**src/rtl/alu_pkg.sv**
```systemverilog
// Shared opcode encoding and condition-code bit positions for the ALU.
package alu_pkg;

    typedef enum logic [3:0] {
        OP_ADD  = 4'd0,
        OP_SUB  = 4'd1,
        OP_AND  = 4'd2,
        OP_OR   = 4'd3,
        OP_XOR  = 4'd4,
        OP_NOT  = 4'd5,
        OP_SHL  = 4'd6,
        OP_SHR  = 4'd7,
        OP_NOP  = 4'd8,
        OP_INC  = 4'd9,
        OP_DEC  = 4'd10,
        OP_PASS = 4'd11,
        OP_ADC  = 4'd12,
        OP_SBB  = 4'd13,
        OP_ROL  = 4'd14,
        OP_ROR  = 4'd15
    } alu_op_e;

    localparam int unsigned CC_N = 3;
    localparam int unsigned CC_Z = 2;
    localparam int unsigned CC_C = 1;
    localparam int unsigned CC_V = 0;

endpackage

```
**src/rtl/alu_datapath.sv**
```systemverilog
// Combinational ALU core: next result, next flags and a load strobe (low for hold opcodes).
// Rotates are built only when ALU_ROTATE_EN is defined; otherwise opcodes 14/15 hold.
module alu_datapath
    import alu_pkg::*;
#(
    parameter int unsigned WIDTH = 8
) (
    input  logic [WIDTH-1:0] a,
    input  logic [WIDTH-1:0] b,
    input  logic [3:0]       n,
    input  logic             cin,
    output logic [WIDTH-1:0] res,
    output logic [3:0]       flags,
    output logic             load
);

    localparam int unsigned MSB = WIDTH - 1;

    logic [WIDTH-1:0] addend;
    logic             carry_in;
    logic [WIDTH:0]   sum;
    logic [WIDTH:0]   diff;
    logic             add_ovf;
    logic             sub_ovf;
    logic             c;
    logic             v;

    // INC/DEC reuse the add/sub paths with a constant one; ADC/SBB feed the stored carry.
    always_comb begin
        addend   = b;
        carry_in = 1'b0;
        case (alu_op_e'(n))
            OP_INC, OP_DEC: addend   = {{(WIDTH-1){1'b0}}, 1'b1};
            OP_ADC, OP_SBB: carry_in = cin;
            default: ;
        endcase
    end

    // The extra top bit of sum is carry-out; of diff it is borrow-out.
    assign sum  = {1'b0, a} + {1'b0, addend} + {{WIDTH{1'b0}}, carry_in};
    assign diff = {1'b0, a} - {1'b0, addend} - {{WIDTH{1'b0}}, carry_in};

    assign add_ovf = (a[MSB] == addend[MSB]) && (sum[MSB] != a[MSB]);
    assign sub_ovf = (a[MSB] != addend[MSB]) && (diff[MSB] != a[MSB]);

    always_comb begin
        res  = '0;
        c    = 1'b0;
        v    = 1'b0;
        load = 1'b1;
        case (alu_op_e'(n))
            OP_ADD, OP_INC, OP_ADC: begin
                res = sum[MSB:0];
                c   = sum[WIDTH];
                v   = add_ovf;
            end
            OP_SUB, OP_DEC, OP_SBB: begin
                res = diff[MSB:0];
                c   = diff[WIDTH];
                v   = sub_ovf;
            end
            OP_AND:  res = a & b;
            OP_OR:   res = a | b;
            OP_XOR:  res = a ^ b;
            OP_NOT:  res = ~a;
            OP_PASS: res = a;
            OP_SHL: begin
                res = {a[MSB-1:0], 1'b0};
                c   = a[MSB];
            end
            OP_SHR: begin
                res = {1'b0, a[MSB:1]};
                c   = a[0];
            end
`ifdef ALU_ROTATE_EN
            OP_ROL: begin
                res = {a[MSB-1:0], a[MSB]};
                c   = a[MSB];
            end
            OP_ROR: begin
                res = {a[0], a[MSB:1]};
                c   = a[0];
            end
`endif
            default: load = 1'b0;
        endcase
    end

    always_comb begin
        flags       = '0;
        flags[CC_N] = res[MSB];
        flags[CC_Z] = (res == '0);
        flags[CC_C] = c;
        flags[CC_V] = v;
    end

endmodule

```
**src/rtl/alu_unit.sv**
```systemverilog
// ALU with registered result and condition codes; NOP (and disabled rotates) hold state.
// Optional feature macro: ALU_ROTATE_EN enables ROL/ROR on opcodes 14/15.
module alu_unit
    import alu_pkg::*;
#(
    parameter int unsigned WIDTH = 8
) (
    input  logic             clk,
    input  logic             rst_n,
    input  logic [WIDTH-1:0] a,
    input  logic [WIDTH-1:0] b,
    input  logic [3:0]       n,
    output logic [3:0]       cc,
    output logic [WIDTH-1:0] tr
);

    logic [WIDTH-1:0] tr_q;
    logic [3:0]       cc_q;
    logic [WIDTH-1:0] res;
    logic [3:0]       flags;
    logic             load;

    alu_datapath #(
        .WIDTH (WIDTH)
    ) u_datapath (
        .a     (a),
        .b     (b),
        .n     (n),
        .cin   (cc_q[CC_C]),
        .res   (res),
        .flags (flags),
        .load  (load)
    );

    always_ff @(posedge clk or negedge rst_n) begin
        if (!rst_n) begin
            tr_q <= '0;
            cc_q <= '0;
        end else if (load) begin
            tr_q <= res;
            cc_q <= flags;
        end
    end

    assign tr = tr_q;
    assign cc = cc_q;

endmodule

```
**config.mk**
```make
export PLATFORM = sky130hd
export DESIGN_NAME = alu_unit
export DESIGN_NICKNAME = d
export VERILOG_FILES = /design/src/rtl/alu_pkg.sv /design/src/rtl/alu_datapath.sv /design/src/rtl/alu_unit.sv
export SDC_FILE = /design/constraint.sdc
export NUM_CORES = 1
export LEC_CHECK = 0
export ABC_AREA = 1
export ABC_CLOCK_PERIOD_IN_PS = 4100
export BUFFER_PORTS_ARGS = -buffer_cell sky130_fd_sc_hd__buf_4
export CORE_MARGIN = 2
export CORE_UTILIZATION = 29
export CTS_BUF_LIST = sky130_fd_sc_hd__clkbuf_8 sky130_fd_sc_hd__clkbuf_16
export DETAILED_ROUTE_END_ITERATION = 8
export GPL_TIMING_DRIVEN = 0
export SYNTH_ARGS = -nofsm -noshare
export SYNTH_HDL_FRONTEND = slang
export SYNTH_SLANG_ARGS = --single-unit
```
**constraint.sdc**
```tcl
create_clock -name clk -period 4.1 [get_ports clk]
set_clock_uncertainty 0.05 [all_clocks]
set_input_delay 0.615 -clock clk [delete_from_list [all_inputs] [get_ports clk]]
set_output_delay 0.615 -clock clk [all_outputs]
set_load 0.02 [all_outputs]
```
Yosys cells after proc, flatten, opt, wreduce, memory -nomap -nowiden
Cells that the tools add are included.
{"block": "totals", "ff_bits": 12, "output_inout_bits": 12, "elab_cells": 41, "input_bits": 22}
{"block": "op_classes", "reduce_logical": 9, "eq_ne": 16, "n_addsub": 4, "bitwise": 4, "mux": 6}
{"op": "$pmux 8 s9", "count": 1}
{"op": "$eq 4x4->1 const B", "count": 5}
{"op": "$eq 4x3->1 const B", "count": 4}
{"op": "$reduce_or 13->1", "count": 1}
{"op": "$add 8x8->9", "count": 1}
{"op": "$add 9x1->9", "count": 1}
{"op": "$sub 8x8->9", "count": 1}
{"op": "$sub 9x1->9", "count": 1}
{"op": "$and 8x8->8", "count": 1}
{"op": "$eq 4x2->1 const B", "count": 2}
{"op": "$logic_not 8->1", "count": 1}
{"op": "$mux 8", "count": 1}
{"op": "$not 8->8", "count": 1}
{"op": "$or 8x8->8", "count": 1}
{"op": "$xor 8x8->8", "count": 1}
{"op": "$reduce_or 3->1", "count": 2}
{"op": "$eq 4x1->1 const B", "count": 1}
{"op": "$logic_not 4->1", "count": 1}
{"op": "$pmux 1 s4", "count": 1}
{"op": "$reduce_or 2->1", "count": 2}
{"op": "$ne 1x1->1", "count": 3}
{"op": "$logic_and 1x1->1", "count": 2}
{"op": "$mux 1", "count": 2}
{"op": "$pmux 1 s2", "count": 1}
{"op": "$eq 1x1->1", "count": 1}

Depth between registers and ports, before layout
{"block": "logic_depth", "ltp_word": 8, "mapped_depth": 21, "ltp_nobuf": 21}

Modules after synthesis
From an unflattened synthesis, not the netlist that was laid out.
{"block": "unflattened", "cells_unflattened": 395, "hier_area_um2": 2321.0}
{"module": "alu_datapath", "n_inst": 1, "area_per_inst_um2": 1863.0, "cells_per_inst": 344, "seq_area_each_um2": 0.0}
{"module": "alu_unit", "n_inst": 1, "area_per_inst_um2": 457.9, "cells_per_inst": 51, "seq_area_each_um2": 300.3}

Worst setup path after synthesis
No wires, ideal clock.
{"block": "synth_path", "path_kind": "in2reg", "startpoint": "input n[1]", "endpoint": "register cc_q[2] (netlist: cc[2])", "path_buffers": 0, "path_stages": 17, "slack_ns": 1.184, "required_ns": 3.985, "t_arrival_ns": 2.801, "setup_ns": 0.065, "cell_sequence": "inv_1 > nor2_2 > nand2_1 > nand2_1 > nor2_1 > inv_1 > fa_1 > inv_1 > ha_1 > xor2_1 > nand2_1 > nand2_1 > nor3_1 > nand2_1 > nor2_1 > nand4_1 > nand2_1"}
{"block": "synth_via", "elab_chain_len": 7, "elab_cells_between_ends": 27, "cone_classes": "4 x add/sub; 12 x eq/ne; 4 x mux; 7 x reduce/logical"}
{"element": "from (decl)", "line_no": "alu_unit.sv:12", "text": "input logic [3:0] n,"}
{"element": "$eq 4x4->1", "line_no": "alu_datapath.sv:32, alu_datapath.sv:51"}
{"element": "$reduce_or 2->1", "line_no": "alu_datapath.sv:32", "text": "case (alu_op_e'(n))"}
{"element": "$mux 8", "line_no": "alu_datapath.sv:32"}
{"element": "$sub 8x8->9 or $add 8x8->9 (tied branches)", "line_no": "alu_datapath.sv:41, alu_datapath.sv:40"}
{"element": "$sub 9x1->9 or $add 9x1->9 (tied branches)", "line_no": "alu_datapath.sv:41, alu_datapath.sv:40"}
{"element": "$pmux 8 s9", "line_no": "alu_datapath.sv:51", "text": "case (alu_op_e'(n))"}
{"element": "$logic_not 8->1", "line_no": "alu_datapath.sv:92", "text": "flags[CC_Z] = (res == '0);"}
{"element": "to (signal assigned)", "line_no": "alu_unit.sv:41", "text": "cc_q <= flags;"}
{"element": "to (decl)", "line_no": "alu_unit.sv:18", "text": "logic [3:0] cc_q;"}
Parallel ways exist; a longest one is shown, timed or not.
A chain may end at the register's enable or synchronous reset.

Final worst setup path
Ends and elaborated chain as after synthesis.

==> flow_summary.ini <==
[logic_synthesis]
yosysSeqAreaShare_pct = 12.1
netlist_instances = 396
synthTopCellsByArea = nand2_1 (22%), ha_1 (20%), dfrtp_1 (12%)
synth.avg_cell_area_um2 = 5.74
synthArstFlopShare_pct = 100
ys.flop_type = dfrtp_1
yosys_warnings = 0
ys_ff_latch = 11
syn_nets = 459
yosysTopAreaCell = nand2_1
syn-cell-area_mm2 = 0.00227
synth_enable_flop_cells = 0
synth_top_area_share_pct = 21.8
synthDistinctLibCells = 23

[timing]
max-slew-margin-rel_pct = 65.1
setup_violations = 0
period_share_pct = 84.3
tns_ps = 0
rsz0062_at_grt = no
worstMarginPinSlew_ps = 522
hold-worst-slack_ps = 147
fin_crit_ps = 3450
finalHoldViolations = 0
fmax_ghz = 0.289
drv_slew = 0

[global_routing]
grt_pass1_vias = 2309
antenna_found_initial = 0
grt_use_total_pct = 15.8
grt_start_max_net_pins = 12
grt_pass1_wl_mm = 11.0
gr-total-overflow = 0

[cells_and_area]
final_cell_mix = nand2_1 (132), inv_1 (67), nor2_1 (58)
antenna_cells = 0
area_delta_synth_final_pct = 18.5
final_layout_size_suffix_gt1_share_pct = 10.2
final_cell_area_mm2 = 0.00270
final-instance-count-excl-fill = 535
nets = 497
final_common_cell = nand2_1
utilization_pct = 35.2

[cts]
hold_buffers = 0
cts_buffers = 3
path_clk_slew_ps = 50
clock_latency_ps = 240
clockRootBuffer = clkbuf_8
clk_path_buf_depth = 2
tritoncts = yes
clock_sinks = 11
post_cts_buffers = 0
htree_levels = 1
cts_resized = 0

[die]
pin_count = 34
core-area_mm2 = 0.00765
initial_core_util_pct = 29.7
row_count = 32
die-area_mm2 = 0.00856
die_w_um = 92.5
dieHeight_um = 92.5

[worst_setup_path]
crit_type = in -> reg
r2r_start = cc[1]$_DFFE_PN0P_
cp_slowest_cell = fa_1
arrival_ps = 3590
cp_max_fo = 8
cp-start-kind = input port
cp_num_buf_inv = 4
cpPeakStageDelay_ps = 530
crit_family = simple AND/OR/NAND/NOR gates
crit_chain = buf_4 > inv_1 > nor2_2 > nand2_1 > nand2_1 > nor2_1 > inv_1 > fa_1 > inv_1 > ha_1 > xor2_1 > nand2_1 > nand2_1 > nor3_1 > nand2_1 > nor2_1 > nand4_1 > nand2_1
critical_path.most_common_cell = nand2_1
critPathRequiredTime_ps = 4230
cp-end-kind = register
crit_start = n[1]

[outcome]
outcome = finished, final reports clean

[pwr]
p_sw_mw = 0.284
combinationalPowerShare_pct = 58.9
ir_drop_mv = 0.0999
pwr-share-seq_pct = 23.1
pwr-share-clk_pct = 18.0
p_int_mw = 0.334
p_leak_nw = 1.58
swShare_pct = 46.0
power_density_mw_per_mm2 = 229

[placed_design]
post-dp-hpwl_mm = 5.41
dp.cells = 531
dpl_cell_area_mm2 = 0.00265
io_buffers = 33
place_congestion = 0.917

[route]
wire_per_inst_um = 12.0
first_pass_iters = 4
via_per_inst = 4.63
antenna_left = 0
dr_total_vias = 2479
route.detailed.drc = 0
totalWireLength_mm = 6.43
dr.first_iter.drc_count = 167

[min_path]
min_path_type = in -> async

[flow_run]
maxCapViolCount = 0
## power groups by stage
stage | Sequential (mW) | Combinational, mW | Clock, mW
floorplan | 0.166 | 0.216 | 0
finish | 0.143 | 0.364 | 0.111
global placement | 0.144 | 0.358 | 0
detailed placement | 0.145 | 0.363 | 0
CTS | 0.143 | 0.364 | 0.111
global route | 0.146 | 0.418 | 0.117
## state kept, by name, indices dropped and copies added (netlist names)
signal / flops
tr: 8
cc: 3
## cell usage after synthesis (all sizes together), types with 3 or more instances
| cell type | number |
|---|---|
| inv | 67 |
| ha | 37 |
| a21oi | 7 |
| nor2 | 59 |
| buf | 3 |
| o211ai | 3 |
| nand4 | 7 |
| dfrtp | 11 |
| o21ai | 9 |
| a21o | 3 |
| nand3b | 3 |
| nand3 | 42 |
| fa | 4 |
| nand2 | 134 |
## stage by stage
step / power [mW] / setup WS [ps]
after floorplan: 0.382 / 1180
after global placement: 0.502 / 412
after detailed placement: 0.508 / 379
after CTS: 0.619 / 623
after global routing: 0.681 / 426
final: 0.618 / 645
## path summary, 6_finish.rpt
path,slack (ps),endpoint,cells past startpoint
max,650,cc[2]$_DFFE_PN0P_,18
min in group clk,430,tr[6]$_DFFE_PN0P_,1
min reg2reg,430,tr[6]$_DFFE_PN0P_,1
max in group asynchronous,3700,tr[2]$_DFFE_PN0P_,1
min,150,cc[2]$_DFFE_PN0P_,1
max reg2reg,1440,cc[2]$_DFFE_PN0P_,13
## final cells by class
type                    count  area (µm²)
fillers                   853        4950
multi-input cells         315        1730
flip-flops and latches     11         275
inverters                  67         251
repair buffers             33         248
well taps                 102         128
clock buffers               3        41.3
plain buffers               3        20.0
clock inverters             1        5.00
## layer usage
layer / vias up / wire (µm) / global-route usage, %
li1: 1311 / - / -
met1: 1101 / 2950 / 21.8
met2: 63 / 3060 / 26.9
met3: 4 / 317 / 1.46
met4: 0 / 99 / 2.99
met5: - / 0 / 0
## worst reg2reg max path: cells and delay by family (launching register included)
kind          cells  cell delay (ps)
fa+ha+maj         2              780
flops             1              430
xor+xnor          1              140
simple gates      8             1060
buf+inv           2              130
## cell families (layout without fill, tap and decap cells)
group,after synthesis,in the layout,synth area share (%)
buf+inv,70,107,11.9
flops,11,11,12.1
fa+ha+maj,41,41,23.9
xor+xnor,1,1,0.385
compound gates,25,25,6.55
simple gates,248,248,45.1
(Power assumes the default switching activity.)
